<file path="config.mk">
export PLATFORM = sky130hd
export DESIGN_NAME = pipe_ctrl
export DESIGN_NICKNAME = d
export VERILOG_FILES = /design/src/rtl/pipe_ctrl.sv
export SDC_FILE = /design/constraint.sdc
export NUM_CORES = 1
export LEC_CHECK = 0
export BUFFER_PORTS_ARGS = -buffer_cell sky130_fd_sc_hd__buf_2
export CELL_PAD_IN_SITES_DETAIL_PLACEMENT = 0
export CELL_PAD_IN_SITES_GLOBAL_PLACEMENT = 1
export CORE_UTILIZATION = 27
export DETAILED_ROUTE_END_ITERATION = 7
export GPL_ROUTABILITY_DRIVEN = 0
export GPL_TIMING_DRIVEN = 0
export PLACE_DENSITY_LB_ADDON = 0.1
export SLEW_MARGIN = 25
export SYNTH_ARGS = -nofsm -noshare
export SYNTH_HDL_FRONTEND = slang
export SYNTH_SLANG_ARGS = --single-unit
export TNS_END_PERCENT = 5
</file>
<file path="constraint.sdc">
create_clock -name clk -period 6.9 [get_ports clk]
set_input_delay 0 -clock clk [delete_from_list [all_inputs] [get_ports clk]]
set_output_delay 0 -clock clk [all_outputs]
set_load 0.01 [all_outputs]
</file>
<file path="src/rtl/pipe_ctrl.sv">
// rtl/pipe_ctrl.sv - pipeline stall/flush/redirect controller
//
// Purpose: combines per-source stall requests into a per-stage freeze vector
// and turns a committed exception into a one-cycle flush followed by a
// redirect to fetch, held until fetch accepts it.
//
// Optional feature: define PIPE_CTRL_PERF_EN to build the stall-cycle and
// flush performance counters; otherwise both outputs are tied to zero.
//
// Ports:
//   clk            in   rising-edge clock
//   rst            in   synchronous active-high reset
//   stall_req      in   [NREQ]     per-source stall request (level)
//   req_stage      in   [NREQ*SW]  per-source deepest stage to freeze
//   excepttype_i   in   [32]       exception code from commit, 0 = none
//   cp0_epc_i      in   [32]       EPC used for eret
//   current_pc     in   [32]       committing PC used for refetch
//   redirect_ready in   fetch accepts new_pc this cycle
//   stall          out  [STAGES]   per-stage freeze, bit k = stage k
//   flush          out  one-cycle pipeline flush
//   new_pc         out  [32]       redirect target
//   redirect_valid out  redirect request to fetch
//   stall_cycles   out  [32]       RUN cycles with any stage stalled
//   flush_count    out  [16]       number of exceptions taken

module pipe_ctrl #(
   parameter int          STAGES  = 9,
   parameter int          NREQ    = 5,
   parameter int          SW      = 4,
   parameter logic [31:0] EXC_VEC = 32'hbfc00380
) (
   input  logic               clk,
   input  logic               rst,
   input  logic [NREQ-1:0]    stall_req,
   input  logic [NREQ*SW-1:0] req_stage,
   input  logic [31:0]        excepttype_i,
   input  logic [31:0]        cp0_epc_i,
   input  logic [31:0]        current_pc,
   input  logic               redirect_ready,
   output logic [STAGES-1:0]  stall,
   output logic               flush,
   output logic [31:0]        new_pc,
   output logic               redirect_valid,
   output logic [31:0]        stall_cycles,
   output logic [15:0]        flush_count
);

   localparam logic [1:0] RUN   = 2'd0;
   localparam logic [1:0] FLUSH = 2'd1;
   localparam logic [1:0] WAIT  = 2'd2;

   logic [1:0]        state_q, state_d;
   logic [31:0]       new_pc_q, new_pc_d;
   logic [SW-1:0]     max_stage;
   logic              any_req;
   logic [STAGES-1:0] run_mask;
   logic              exc_present;
   logic [31:0]       exc_target;

   // Out-of-range stage indices freeze the whole pipeline.
   function automatic logic [SW-1:0] clamp_stage(input logic [SW-1:0] s);
      if (int'(s) >= STAGES - 1)
         return SW'(STAGES - 1);
      return s;
   endfunction

   assign exc_present = (excepttype_i != 32'd0);

   always_comb begin
      max_stage = '0;
      any_req   = 1'b0;
      for (int i = 0; i < NREQ; i++) begin
         if (stall_req[i]) begin
            any_req = 1'b1;
            if (clamp_stage(req_stage[i*SW +: SW]) > max_stage)
               max_stage = clamp_stage(req_stage[i*SW +: SW]);
         end
      end
   end

   // Freezing stage m implies freezing every younger stage in front of it.
   always_comb begin
      run_mask = '0;
      for (int k = 0; k < STAGES; k++)
         run_mask[k] = any_req && (k <= int'(max_stage));
   end

   always_comb begin
      case (excepttype_i)
         32'h1, 32'h4, 32'h5, 32'h8,
         32'h9, 32'ha, 32'hc, 32'hd: exc_target = EXC_VEC;
         32'he:                      exc_target = cp0_epc_i;
         32'hffffffff:               exc_target = current_pc;
         default:                    exc_target = 32'd0;
      endcase
   end

   always_comb begin
      state_d  = state_q;
      new_pc_d = new_pc_q;
      stall    = '0;
      case (state_q)
         RUN: begin
            // A pending exception wins over stalls so the flush is not delayed.
            if (exc_present) begin
               state_d  = FLUSH;
               new_pc_d = exc_target;
            end else begin
               stall = run_mask;
            end
         end
         FLUSH: state_d = redirect_ready ? RUN : WAIT;
         WAIT: begin
            stall = '1;
            if (redirect_ready)
               state_d = RUN;
         end
         default: state_d = RUN;
      endcase
   end

   always_ff @(posedge clk) begin
      if (rst) begin
         state_q  <= RUN;
         new_pc_q <= 32'd0;
      end else begin
         state_q  <= state_d;
         new_pc_q <= new_pc_d;
      end
   end

   assign flush          = (state_q == FLUSH);
   assign redirect_valid = (state_q == FLUSH) || (state_q == WAIT);
   assign new_pc         = new_pc_q;

`ifdef PIPE_CTRL_PERF_EN
   logic [31:0] stall_cycles_q;
   logic [15:0] flush_count_q;

   always_ff @(posedge clk) begin
      if (rst) begin
         stall_cycles_q <= 32'd0;
         flush_count_q  <= 16'd0;
      end else begin
         if ((state_q == RUN) && (|stall) && (stall_cycles_q != 32'hffffffff))
            stall_cycles_q <= stall_cycles_q + 32'd1;
         if ((state_q == RUN) && exc_present)
            flush_count_q <= flush_count_q + 16'd1;
      end
   end

   assign stall_cycles = stall_cycles_q;
   assign flush_count  = flush_count_q;
`else
   assign stall_cycles = 32'd0;
   assign flush_count  = 16'd0;
`endif

endmodule

</file>
==> run metrics <==
outcome=finished, final reports clean; port bufs=165; postcts setup bufs=0; worst-margin pin slew=975 ps; HPWL after DPL=8090 um; ant diodes=0; hold depth=3; Starting Density=28.2%; sequential-to-total area share from yosys stat=23.2%; WHS Endpoint=new_pc[14]$_SDFFE_PP0P_; Leak=2.15 nW; first-pass iteration count of the detailed router=4; Routed WL=9620 um; Max stage delay on crit path=530 ps; die width=106 um; first-pass GRT wire length=15200 um; crit end category=output pin; WP data arrival=5890 ps; Slew headroom=34.4%; Clock Sinks=34; vias post-DR=3365; largest net degree at the start of global routing=11; clock slew at reported path FFs=70 ps; CTS resizes=0; CTS Hold Bufs=0; CTS max path bufs=2; Max Fclk=170 MHz; chip height=106 um; vias per cell=4.62; RSZ-0062 raised after global routing=false; cell area after synthesis=0.00294 mm2; reg2reg setup slack=4920 ps; Tot GR Track Use=16.5%; worst IR drop on VDD=0.0705 mV; Slew Limit Fails=0; Yosys reg bits=34; fin crit share=85.4%; critical path class=input pin to output pin; Slowest cell on crit path=o21ai_0; asr flop ratio synth=0%; Clock Tree Root=clkbuf_8; Hold WC Path Type=input pin to flip-flop; wire length per cell=13.2 um; R2R cell count=7; worst r2r dst=new_pc[26]$_SDFFE_PP0P_; number of global-route vias before repair=3217; Worst-Skew Late Latency=280 ps; antenna violations before repair=0; setup TNS=0 ps; max_cap viols=0; EDFF count, synth=0; Post-Syn Instances=374; Overflow after GRT=0; Critical Path Start Type=input pin; Primary FF master, synth=dfxtp_1; Core ar.=0.0104 mm2; Pwr Density=170 mW/mm2; Layout area overhead=43.7%; CTS Buf Count=5; cell mode on critical path=ha_1; R2R Path Start=state_q[0]$_SDFFE_PP0P_; IO Pins=215; CTS tree=done; skew final=6.84 ps; row count=37; Final ANT Viol Nets=0; Synthesis Warnings=0; die area=0.0113 mm2; layout cells sized above 1=39.6%; H-tree Lvls=2; min cycle time layout=5890 ps; Core Util, Final=40.5%; hold wc startpoint=current_pc[14]; Avg Inst Size Synth=7.86 um2; Final Hold Viols=0; WP data required=6900 ps; Residual DRC=0; worst-path maximum fanout=10; DRT iter0 DRCs=158; nets=735; number of distinct library cells after synthesis=46; # setup viols final=0
placed cells by master (no fill, tap or decap), types with 5 or more instances in the layout:
| master | Yosys | routed |
|---|---|---|
| a211oi_1 | 16 | 16 |
| a21o_1 | 5 | 5 |
| a21oi_1 | 10 | 10 |
| a221oi_1 | 32 | 32 |
| buf_2 | 0 | 165 |
| buf_4 | 48 | 48 |
| clkbuf_1 | 22 | 22 |
| clkbuf_8 | 0 | 6 |
| conb_1 | 1 | 48 |
| dfxtp_1 | 34 | 34 |
| ha_1 | 18 | 18 |
| inv_1 | 11 | 11 |
| nand2_1 | 15 | 15 |
| nand2b_1 | 7 | 7 |
| nand3_1 | 6 | 6 |
| nand4_1 | 11 | 11 |
| nor2_1 | 46 | 46 |
| nor2b_1 | 11 | 11 |
| nor3_1 | 24 | 24 |
| nor4_1 | 12 | 12 |
cell usage after synthesis, drive strengths merged (5+ instances only):
| library cell | number | area, um2 |
|---|---|---|
| ha | 18 | 225 |
| a221oi | 32 | 280 |
| nor3 | 24 | 120 |
| nand2 | 15 | 56.3 |
| dfxtp | 34 | 681 |
| nand4 | 11 | 68.8 |
| a21o | 5 | 37.5 |
| clkbuf | 22 | 82.6 |
| a21oi | 11 | 58.8 |
| buf | 51 | 387 |
| inv | 11 | 41.3 |
| a211oi | 17 | 140 |
| nor2b | 13 | 91.3 |
| nand3 | 6 | 30.0 |
| nor2 | 47 | 179 |
| nor4 | 12 | 75.1 |
| nand2b | 7 | 43.8 |
sequential cells by signal, summed over array words and instances, names as in the netlist:
signal   cells
new_pc      32
state_q      2
worst max-delay path by stage:
| stage | startpoint | to | slack, ps | depth (start not counted) |
|---|---|---|---|---|
| 6_report | stall_req[0] | stall[7] | 1010 | 30 |
| 3_3_place_gp | stall_req[0] | stall[3] | 1070 | 30 |
| 4_1_cts | stall_req[0] | stall[3] | 1010 | 30 |
| 2_1_floorplan | stall_req[0] | stall[3] | 1840 | 28 |
| 3_5_place_dp | stall_req[0] | stall[3] | 1010 | 30 |
| 5_1_grt | stall_req[0] | stall[5] | 540 | 30 |
worst max-delay path, delay by kind of cell:
kind | cells | cell delay (ps)
and+or+nand+nor | 7 | 900
buffers and inverters | 6 | 760
adders and majority gates | 4 | 1080
AOI/OAI and AO/OA | 12 | 2720
muxes | 1 | 400
final cells by class:
cell class                 count  area (um2)
fill                        1123        6190
multi-input combinational    303        1920
sequential                    34         681
buffer                        73         469
clock buffer                   6        82.6
clock inverter                 1        30.0
tap                          136         170
inverter                      11        41.3
timing repair buffer         165         826
per-layer routing:
| layer | share of wire [%] | vias to the layer above | GRT usage, % |
|---|---|---|---|
| li1 | - | 1733 | - |
| met1 | 43 | 1495 | 20.5 |
| met2 | 48 | 127 | 29.2 |
| met3 | 7.3 | 10 | 3.43 |
| met4 | 1.4 | 0 | 3.67 |
| met5 | 0 | - | 0 |
where the power goes:
part | internal, W | leakage, nW | switching (W)
logic | 0.000139 | 1.81 | 0.000171
registers | 0.000212 | 0.279 | 0.00000789
clock network | 0.000116 | 0.0573 | 0.0000711
kinds of logic (layout without fill, tap and decap cells):
group / count (synthesis) / count (layout) / share of synthesized area (%)
other cells: 1 / 48 / 0.128
buf+inv: 84 / 256 / 17.4
compound gates: 89 / 89 / 25.0
flops: 34 / 34 / 23.2
mux: 7 / 7 / 2.51
simple gates: 141 / 141 / 24.1
fa+ha+maj: 18 / 18 / 7.67
metrics by stage:
stage	worst slack (ps)	power [W]	cells	hold slack (ps)	area (um2)
after floorplan	1840	0.000435	421	164	3110
after global placement	1070	0.000529	722	299	4110
after detailed placement	1010	0.000533	722	311	4110
after CTS	1010	0.000720	729	15.6	4220
after global routing	537	0.000767	729	23.9	4220
final	1010	0.000717	729	15.3	4220
Power figures use the tool's default switching activity.
